===== src/rtl/mem_access_stage_pkg.sv =====
// Shared definitions for the memory-access pipeline stage: load/store size
// encodings and the access FSM state type.
package mem_access_stage_pkg;

    localparam int DATA_WIDTH_DEFAULT = 32;
    localparam int ADDR_WIDTH_DEFAULT = 14;

    // Load and store encodings overlap numerically; the opcode class picks the meaning.
    localparam logic [2:0] LB  = 3'b000;
    localparam logic [2:0] LH  = 3'b001;
    localparam logic [2:0] LW  = 3'b010;
    localparam logic [2:0] LBU = 3'b100;
    localparam logic [2:0] LHU = 3'b101;
    localparam logic [2:0] SB  = 3'b000;
    localparam logic [2:0] SH  = 3'b001;
    localparam logic [2:0] SW  = 3'b010;

    typedef enum logic {
        IDLE   = 1'b0,
        ACCESS = 1'b1
    } mem_state_t;

endpackage


===== src/rtl/mem_access_stage_align.sv =====
// Combinational byte-lane logic: store enables/replication, load select and
// extension, and the size/alignment legality check.
module load_store_align
    import mem_access_stage_pkg::*;
#(
    parameter int DATA_WIDTH = DATA_WIDTH_DEFAULT
) (
    input  logic [2:0]            funct3,
    input  logic [1:0]            addr,
    input  logic [DATA_WIDTH-1:0] store_data,
    input  logic [DATA_WIDTH-1:0] rdata,
    output logic [3:0]            we,
    output logic [DATA_WIDTH-1:0] wdata,
    output logic [DATA_WIDTH-1:0] load_data,
    output logic                  misaligned
);

    logic [7:0]  rbyte;
    logic [15:0] rhalf;

    always_comb begin
        rbyte = rdata[7:0];
        unique case (addr)
            2'd0: rbyte = rdata[7:0];
            2'd1: rbyte = rdata[15:8];
            2'd2: rbyte = rdata[23:16];
            2'd3: rbyte = rdata[31:24];
        endcase
        rhalf = addr[1] ? rdata[31:16] : rdata[15:0];
    end

    always_comb begin
        load_data = '0;
        unique case (funct3)
            LB:      load_data = {{(DATA_WIDTH-8){rbyte[7]}}, rbyte};
            LH:      load_data = {{(DATA_WIDTH-16){rhalf[15]}}, rhalf};
            LW:      load_data = rdata;
            LBU:     load_data = {{(DATA_WIDTH-8){1'b0}}, rbyte};
            LHU:     load_data = {{(DATA_WIDTH-16){1'b0}}, rhalf};
            default: load_data = '0;
        endcase
    end

    always_comb begin
        we    = 4'b0000;
        wdata = store_data;
        unique case (funct3)
            SB: begin
                we    = 4'b0001 << addr;
                wdata = {(DATA_WIDTH/8){store_data[7:0]}};
            end
            SH: begin
                we    = 4'b0011 << addr;
                wdata = {(DATA_WIDTH/16){store_data[15:0]}};
            end
            SW: begin
                we    = 4'b1111;
                wdata = store_data;
            end
            default: begin
                we    = 4'b0000;
                wdata = store_data;
            end
        endcase
    end

    // Encodings 011/110/111 are never legal, so they report as misaligned too.
    always_comb begin
        misaligned = 1'b1;
        unique case (funct3)
            LB, LBU: misaligned = 1'b0;
            LH, LHU: misaligned = addr[0];
            LW:      misaligned = (addr != 2'b00);
            default: misaligned = 1'b1;
        endcase
    end

endmodule


===== src/rtl/mem_access_stage.sv =====
// Memory-access pipeline stage: latches the execute result, runs one data-memory
// access over req/ack, and emits a single-cycle write-back record.
module mem_access_stage
    import mem_access_stage_pkg::*;
#(
    parameter int DATA_WIDTH = DATA_WIDTH_DEFAULT,
    parameter int ADDR_WIDTH = ADDR_WIDTH_DEFAULT
) (
    input  logic                  clk,
    input  logic                  rst,
    input  logic                  ex_valid,
    output logic                  ex_ready,
    input  logic [DATA_WIDTH-1:0] ex_alu_out,
    input  logic [DATA_WIDTH-1:0] ex_store_data,
    input  logic [2:0]            ex_funct3,
    input  logic                  ex_dm_read,
    input  logic                  ex_dm_write,
    input  logic                  ex_reg_write,
    input  logic [4:0]            ex_rd_addr,
    output logic                  dm_req,
    output logic [3:0]            dm_we,
    output logic [ADDR_WIDTH-1:0] dm_addr,
    output logic [DATA_WIDTH-1:0] dm_wdata,
    input  logic                  dm_ack,
    input  logic [DATA_WIDTH-1:0] dm_rdata,
    output logic                  fwd_valid,
    output logic [DATA_WIDTH-1:0] fwd_data,
    output logic                  wb_valid,
    output logic                  wb_reg_write,
    output logic [4:0]            wb_rd_addr,
    output logic [DATA_WIDTH-1:0] wb_rd_data,
    output logic                  misalign_err,
    output logic                  dbg_state
);

    mem_state_t            state;
    logic [DATA_WIDTH-1:0] l_alu;
    logic [2:0]            l_funct3;
    logic                  l_load;
    logic                  l_reg_write;
    logic [4:0]            l_rd;

    logic [2:0]            sel_funct3;
    logic [1:0]            sel_addr;
    logic [3:0]            al_we;
    logic [DATA_WIDTH-1:0] al_wdata;
    logic [DATA_WIDTH-1:0] al_load;
    logic                  al_mis;
    logic                  is_mem;
    logic                  is_store;
    logic                  op_err;

    // Handshake: an instruction transfers on a rising edge where ex_valid and
    // ex_ready are both 1. ex_ready is a pure decode of the state register, so
    // upstream holds ex_valid and its ex_* fields stable until that edge.
    assign ex_ready  = (state == IDLE);
    assign dbg_state = (state == ACCESS);
    assign fwd_data  = l_alu;

    // One aligner serves both phases: incoming op while idle, latched op while accessing.
    always_comb begin
        sel_funct3 = (state == IDLE) ? ex_funct3 : l_funct3;
        sel_addr   = (state == IDLE) ? ex_alu_out[1:0] : l_alu[1:0];
        is_mem     = ex_dm_read | ex_dm_write;
        is_store   = ex_dm_write;
        op_err     = al_mis | (is_store & ex_funct3[2]);
    end

    load_store_align #(.DATA_WIDTH(DATA_WIDTH)) u_align (
        .funct3     (sel_funct3),
        .addr       (sel_addr),
        .store_data (ex_store_data),
        .rdata      (dm_rdata),
        .we         (al_we),
        .wdata      (al_wdata),
        .load_data  (al_load),
        .misaligned (al_mis)
    );

    always_ff @(posedge clk) begin
        if (rst) begin
            state        <= IDLE;
            l_alu        <= '0;
            l_funct3     <= '0;
            l_load       <= 1'b0;
            l_reg_write  <= 1'b0;
            l_rd         <= '0;
            dm_req       <= 1'b0;
            dm_we        <= '0;
            dm_addr      <= '0;
            dm_wdata     <= '0;
            fwd_valid    <= 1'b0;
            wb_valid     <= 1'b0;
            wb_reg_write <= 1'b0;
            wb_rd_addr   <= '0;
            wb_rd_data   <= '0;
            misalign_err <= 1'b0;
        end else begin
            wb_valid     <= 1'b0;
            misalign_err <= 1'b0;
            unique case (state)
                IDLE: begin
                    if (ex_valid) begin
                        l_alu       <= ex_alu_out;
                        l_funct3    <= ex_funct3;
                        l_load      <= ex_dm_read & ~ex_dm_write;
                        l_reg_write <= ex_reg_write;
                        l_rd        <= ex_rd_addr;
                        if (!is_mem) begin
                            wb_valid     <= 1'b1;
                            wb_reg_write <= ex_reg_write;
                            wb_rd_addr   <= ex_rd_addr;
                            wb_rd_data   <= ex_alu_out;
                        end else if (op_err) begin
                            wb_valid     <= 1'b1;
                            misalign_err <= 1'b1;
                            wb_reg_write <= 1'b0;
                            wb_rd_addr   <= ex_rd_addr;
                            wb_rd_data   <= ex_alu_out;
                        end else begin
                            state     <= ACCESS;
                            dm_req    <= 1'b1;
                            dm_addr   <= ex_alu_out[ADDR_WIDTH+1:2];
                            dm_we     <= is_store ? al_we : 4'b0000;
                            dm_wdata  <= al_wdata;
                            fwd_valid <= is_store;
                        end
                    end
                end
                ACCESS: begin
                    if (dm_ack) begin
                        state        <= IDLE;
                        dm_req       <= 1'b0;
                        fwd_valid    <= 1'b0;
                        wb_valid     <= 1'b1;
                        wb_reg_write <= l_load & l_reg_write;
                        wb_rd_addr   <= l_rd;
                        wb_rd_data   <= l_load ? al_load : l_alu;
                    end
                end
                default: state <= IDLE;
            endcase
        end
    end

endmodule

===== config.mk =====
export PLATFORM = sky130hd
export DESIGN_NAME = mem_access_stage
export DESIGN_NICKNAME = d
export VERILOG_FILES = /design/src/rtl/mem_access_stage_pkg.sv /design/src/rtl/mem_access_stage_align.sv /design/src/rtl/mem_access_stage.sv
export SDC_FILE = /design/constraint.sdc
export NUM_CORES = 1
export LEC_CHECK = 0
export CAP_MARGIN = 15
export CORE_AREA = 2 2 126 128
export CTS_CLUSTER_DIAMETER = 120
export DETAILED_ROUTE_END_ITERATION = 6
export DIE_AREA = 0 0 128 130
export PLACE_DENSITY = 0.81
export SETUP_SLACK_MARGIN = 0.4
export SLEW_MARGIN = 5
export SYNTH_ARGS = -nofsm -noshare
export SYNTH_HDL_FRONTEND = slang
export SYNTH_SLANG_ARGS = --single-unit

===== constraint.sdc =====
create_clock -name clk -period 2.52 [get_ports clk]
set_clock_uncertainty 0.15 [all_clocks]
set_input_delay 0.504 -clock clk [delete_from_list [all_inputs] [get_ports clk]]
set_output_delay 0.504 -clock clk [all_outputs]
set_load 0.03 [all_outputs]

==> metrics.csv, run 1 <==
metric,value,unit
Crit Path Class,input pin to register,
ys flop type,dfxtp_1,
"Distinct cells, synth",67,
crit end category,register,
sequential cell area fraction in the yosys report,0.389,
Hold Path Class,register to register,
"FF+latch count, synth",135,
Initial Utilization,0.450,
CTS Buffer Depth,2,
clock share of power,0.363,
syn nets,991,
GR Overflow Total,0,
num ports,237,
critical path's largest stage delay,460,ps
initial antenna violation count,0,
post-DR wirelength/cell,21.6,µm
status,completed,
post-synth top area share,0.389,
IO Port Bufs,236,
leakage power,6.02,nW
Sw Ratio,0.317,
Commonest cells post-synth,"nand2_1 (208), dfxtp_1 (135), a21oi_1 (116)",
Row Count,46,
fin. max-slew vios,0,
final setup violating endpoints,0,
worst setup margin,131,ps
pin count of the biggest net entering global routing,48,
pwr dens,604,mW/mm²
DIE HEIGHT,130,µm
slew at the pin closest to its max-slew limit,644,ps
Area Growth Syn to Fin,71.5,%
crit path cell chain,"clkdlybuf4s50_1, o2bb2ai_2, buf_4, nor3_4, buf_4, a21oi_4, buf_12, mux2i_2, o22ai_1",
share of cells above drive strength 1,0.214,
TritonCTS clock tree,built,
Pwr Total,7.19,mW
Final Core Density,0.772,
# placed instances,1312,
"Reg clk slew, reported paths",60,ps
Peak Freq,419,MHz
synthesized area,0.00694,mm²
most frequent cell after synthesis,nand2_1,
DP Wirelength,18700,µm
crit path DAT,2520,ps
combinational share of power,0.298,
drt pass-1 iters,5,
Max Cap Viol,0,
minimum clock period,2390,ps
Chip Width,128,µm
Tot GR Track Use,0.323,
"EDFF count, synth",0,
Crit Path Max Fanout,15,
Hold Fails Final Rpt,0,
DR vias/cell,6.21,
post-route antenna net violation count,0,
clk_lat worst skew,420,ps
first-pass GRT wire length,42100,µm
largest cells by area after synthesis,"dfxtp_1 (39%), nand2_1 (11%), a21oi_1 (8.4%), mux2i_1 (6.3%), a22oi_1 (3.6%)",
CTS buffer count,17,
Rel. slew slack,0.571,
H-tree depth,4,
vias in the first global route,7893,
Routed WL,29800,µm
Place WS,-331,ps
NetSw,2.28,mW
Nets,1286,
worst endpoint required time,2650,ps
Synth Warn #,0,
routability cong.,0.891,
core footprint,0.0154,mm²
startpoint types,input pin,
Finished Layout Cells,1380,
drc violations,0,
Mapped Cells,880,
Pint,4.91,mW
Sink Count,135,
Antenna diodes,0,
final worst-path cycle share,0.948,
die footprint,0.0166,mm²
Worst path slowest cell,clkdlybuf4s50_1,
Initial DRC Count,1024,
routed vias,8576,
Mean Syn Cell Area,7.89,µm²
part of the power in registers,0.338,
post-synthesis async set-or-reset flop share,0,
Crit path top cell by count,buf_4,
RSZ-0062 raised after global routing,yes,
peak supply drop,0.598,mV
Synth area leader,dfxtp_1,
CTS root buffer,clkbuf_16,
[layout make-up]
cell class / instances / area (µm²)
multi-input cells: 658 / 4440
repair buffers: 357 / 3870
inverters: 6 / 25.0
clock buffers: 21 / 470
fillers: 972 / 3520
well taps: 192 / 240
flip-flops and latches: 135 / 2710
clock inverters: 11 / 146
[state kept, by name (all words and copies together), names as in the netlist, 3 cells and up]
| name | flops |
|---|---|
| fwd_data | 32 |
| dm_addr | 14 |
| wb_rd_addr | 5 |
| wb_rd_data | 32 |
| l_rd | 5 |
| l_funct3 | 3 |
| dm_we | 4 |
| dm_wdata | 32 |
[path summary, 6_finish.rpt]
path / startpoint / end / cells past startpoint / slack [ps]
worst max-delay path: ex_dm_read / wb_rd_data[25] / 9 / 130
worst min-delay path: dm_addr[5] / dm_addr[5] / 2 / 300
worst max register to register: dbg_state / wb_rd_data[26] / 8 / 200
worst min register to register: dm_addr[5] / dm_addr[5] / 2 / 300
[routing by layer]
metal	vias up	wire, µm	GRT usage
met1	4039	11200	0.416
li1	3760	-	-
met3	167	2910	0.0709
met5	-	0	0
met2	610	13800	0.509
met4	0	1880	0.169
[per-stage QoR]
stage	area, µm²	TNS, ps	hold slack (ps)
3_3_place_gp	10100	-16470	291
5_1_grt	11900	0	318
4_1_cts	11200	0	304
3_5_place_dp	10100	-19670	296
2_1_floorplan	7190	0	282
6_report	11900	0	299
[cell families after synthesis]
group,after synthesis,share of synthesized area
buf+inv,87,0.0564
mux,52,0.0804
simple gates,305,0.185
compound gates,301,0.289
flops,135,0.389
[critical path, delay by kind of cell]
family / cells / cell delay [ps]
simple gates: 1 / 50
buf+inv: 4 / 1030
mux: 1 / 240
compound gates: 3 / 700
[power groups by stage]
stage / Sequential, mW / Clock (mW) / Combinational, mW
floorplan: 2.74 / 0 / 0.720
global placement: 2.47 / 0 / 1.80
detailed placement: 2.47 / 0 / 1.82
CTS: 2.43 / 2.61 / 1.97
global route: 2.45 / 2.70 / 2.24
finish: 2.43 / 2.61 / 2.15
[what timing repair did]
item                       CTS  global route
cloned                       2             4
gates resized for setup     56           150
setup buffers               15            15
hold buffers                 0             0
hold endpoints to repair     0             0
setup endpoints to repair  145           189
pin swaps                   15            11
[placed cells by master, fill, tap and decap left out, drive strengths merged, types with 16 or more instances in the layout]
cell type      count
buf              118
a21oi            118
clkbuf            26
o21ai             39
dlymetal6s2s      95
o21a              16
o22ai             17
dfxtp            135
mux2i             46
nor2              41
nand2            209
a22oi             33
clkdlybuf4s50    130
No activity file was read; power rests on OpenSTA's default activity.
==> run 2, diff against run 1 <==
--- a/config.mk
+++ b/config.mk
@@ -5,6 +5,7 @@
 export SDC_FILE = /design/constraint.sdc
 export NUM_CORES = 1
 export LEC_CHECK = 0
+export ABC_AREA = 0
 export CAP_MARGIN = 15
 export CORE_AREA = 2 2 126 128
 export CTS_CLUSTER_DIAMETER = 120
==> results of run 2 <==
Same layout as run 1: the final DEF is identical, and so are final timing and power.
==> run 3, diff against run 2 <==
--- a/config.mk
+++ b/config.mk
@@ -17,3 +17,4 @@
 export SYNTH_ARGS = -nofsm -noshare
 export SYNTH_HDL_FRONTEND = slang
 export SYNTH_SLANG_ARGS = --single-unit
+export TNS_END_PERCENT = 5
==> metrics.csv, run 3 (same netlist as run 1, synthesis figures left out) <==
metric,value,unit
status,completed,
hold slack,221,ps
Tot GR Track Use,0.316,
IO Port Bufs,236,
crit path DAT,2510,ps
Initial Utilization,0.450,
CTS Buffer Depth,2,
clk_lat worst skew,430,ps
Hold Fails Final Rpt,0,
Routed WL,26800,µm
peak supply drop,0.530,mV
reg2reg setup slack,190,ps
pwr dens,630,mW/mm²
final setup violating endpoints,0,
post-DR wirelength/cell,19.7,µm
die footprint,0.0166,mm²
drc violations,0,
Crit Path Max Fanout,8,
initial antenna violation count,0,
DIE HEIGHT,130,µm
routed vias,8227,
leakage power,4.26,nW
num ports,237,
crit path cell chain,"buf_12, buf_4, nor3b_4, o21ai_2, a211oi_2, buf_4, a2111oi_0, o41ai_1",
Antenna diodes,0,
Metal-1 WL,10500,µm
core footprint,0.0154,mm²
Nets,1271,
GR Overflow Total,0,
DR vias/cell,6.03,
routed length on met2,12300,µm
Place WS,-363,ps
first-pass GRT wire length,41100,µm
worst setup margin,185,ps
startpoint types,register,
Crit Path Class,register to register,
TNS Setup,0,ps
pin count of the biggest net entering global routing,72,
Worst path slowest cell,dfxtp_4,
"commonest non-fill, non-tap cell in the layout",clkdlybuf4s50_1,
H-tree depth,4,
hold_buf cts,0,
Max Cap Viol,0,
Rel. slew slack,0.662,
met3 WL post-DR,2630,µm
Crit path top cell by count,buf_4,
worst endpoint required time,2690,ps
Peak Freq,428,MHz
RSZ-0062 raised after global routing,yes,
drt pass-1 iters,5,
fill count,1139,
Row Count,46,
Top Metal Used,met4,
Hold Path Class,input pin to register,
slew at the pin closest to its max-slew limit,506,ps
post-route antenna net violation count,0,
critical path's largest stage delay,380,ps
Initial DRC Count,768,
Chip Width,128,µm
share of cells above drive strength 1,0.171,
CTS root buffer,clkbuf_16,
"Reg clk slew, reported paths",70,ps
crit end category,register,
vias in the first global route,7639,
DP Wirelength,18100,µm
final worst-path cycle share,0.926,
TritonCTS clock tree,built,
routability cong.,0.942,
most frequent cells in the layout,"clkdlybuf4s50_1 (227), nand2_1 (207), dfxtp_1 (130)",
fin. max-slew vios,0,
minimum clock period,2330,ps
Area Growth Syn to Fin,60.2,%
CTS buffer count,17,
Sink Count,135,
## run 3: final timing paths
kind               endpoint  startpoint  cells past startpoint
min                 l_rd[2]         rst                      2
max          wb_rd_data[10]   dbg_state                      8
min reg2reg      dm_addr[5]  dm_addr[5]                      2
max reg2reg  wb_rd_data[10]   dbg_state                      8
## run 3: critical path, delay by kind of cell, from the launching register on
family          cells  cell delay [ps]
simple gates        1              280
compound gates      4              860
flops               1              380
buf+inv             3              540
## run 3: timing repair
action / 4_1_cts / 5_1_grt
resized for setup: 34 / 16
setup buffers: 18 / 3
endpoints found under the setup margin: 155 / 194
cloned: 3 / 1
pin swaps: 5 / 14
## run 3: metrics by stage
stage                     utilization  instance area, µm²  std cells  power, mW
final                           0.721               11100       1365       7.00
after CTS                       0.715               11000       1361       6.96
after global routing            0.721               11100       1365       7.21
after detailed placement        0.651               10000       1308       4.25
after global placement          0.651               10000       1308       4.23
after floorplan                     -                7100        880       3.43
## run 3: layer usage
layer  vias up  track usage
met5         -            0
met3       111       0.0689
met1      3847        0.403
li1       3737            -
met4         0        0.158
met2       532        0.508
## run 3: cell type report
type,count,area (µm²),area share
Clock inverter,11,148,0.0133
Tap cell,192,240,0.0216
Timing Repair Buffer,342,3420,0.307
Inverter,6,25.0,0.00225
Sequential cell,135,2710,0.244
Multi-Input combinational cell,658,4120,0.370
Clock buffer,21,460,0.0414
## run 3: power by group
group / switching, mW / internal (mW) / total [mW]
Clock: 0.989 / 1.61 / 2.60
Sequential: 0.127 / 2.30 / 2.43
Combinational: 1.06 / 0.911 / 1.98
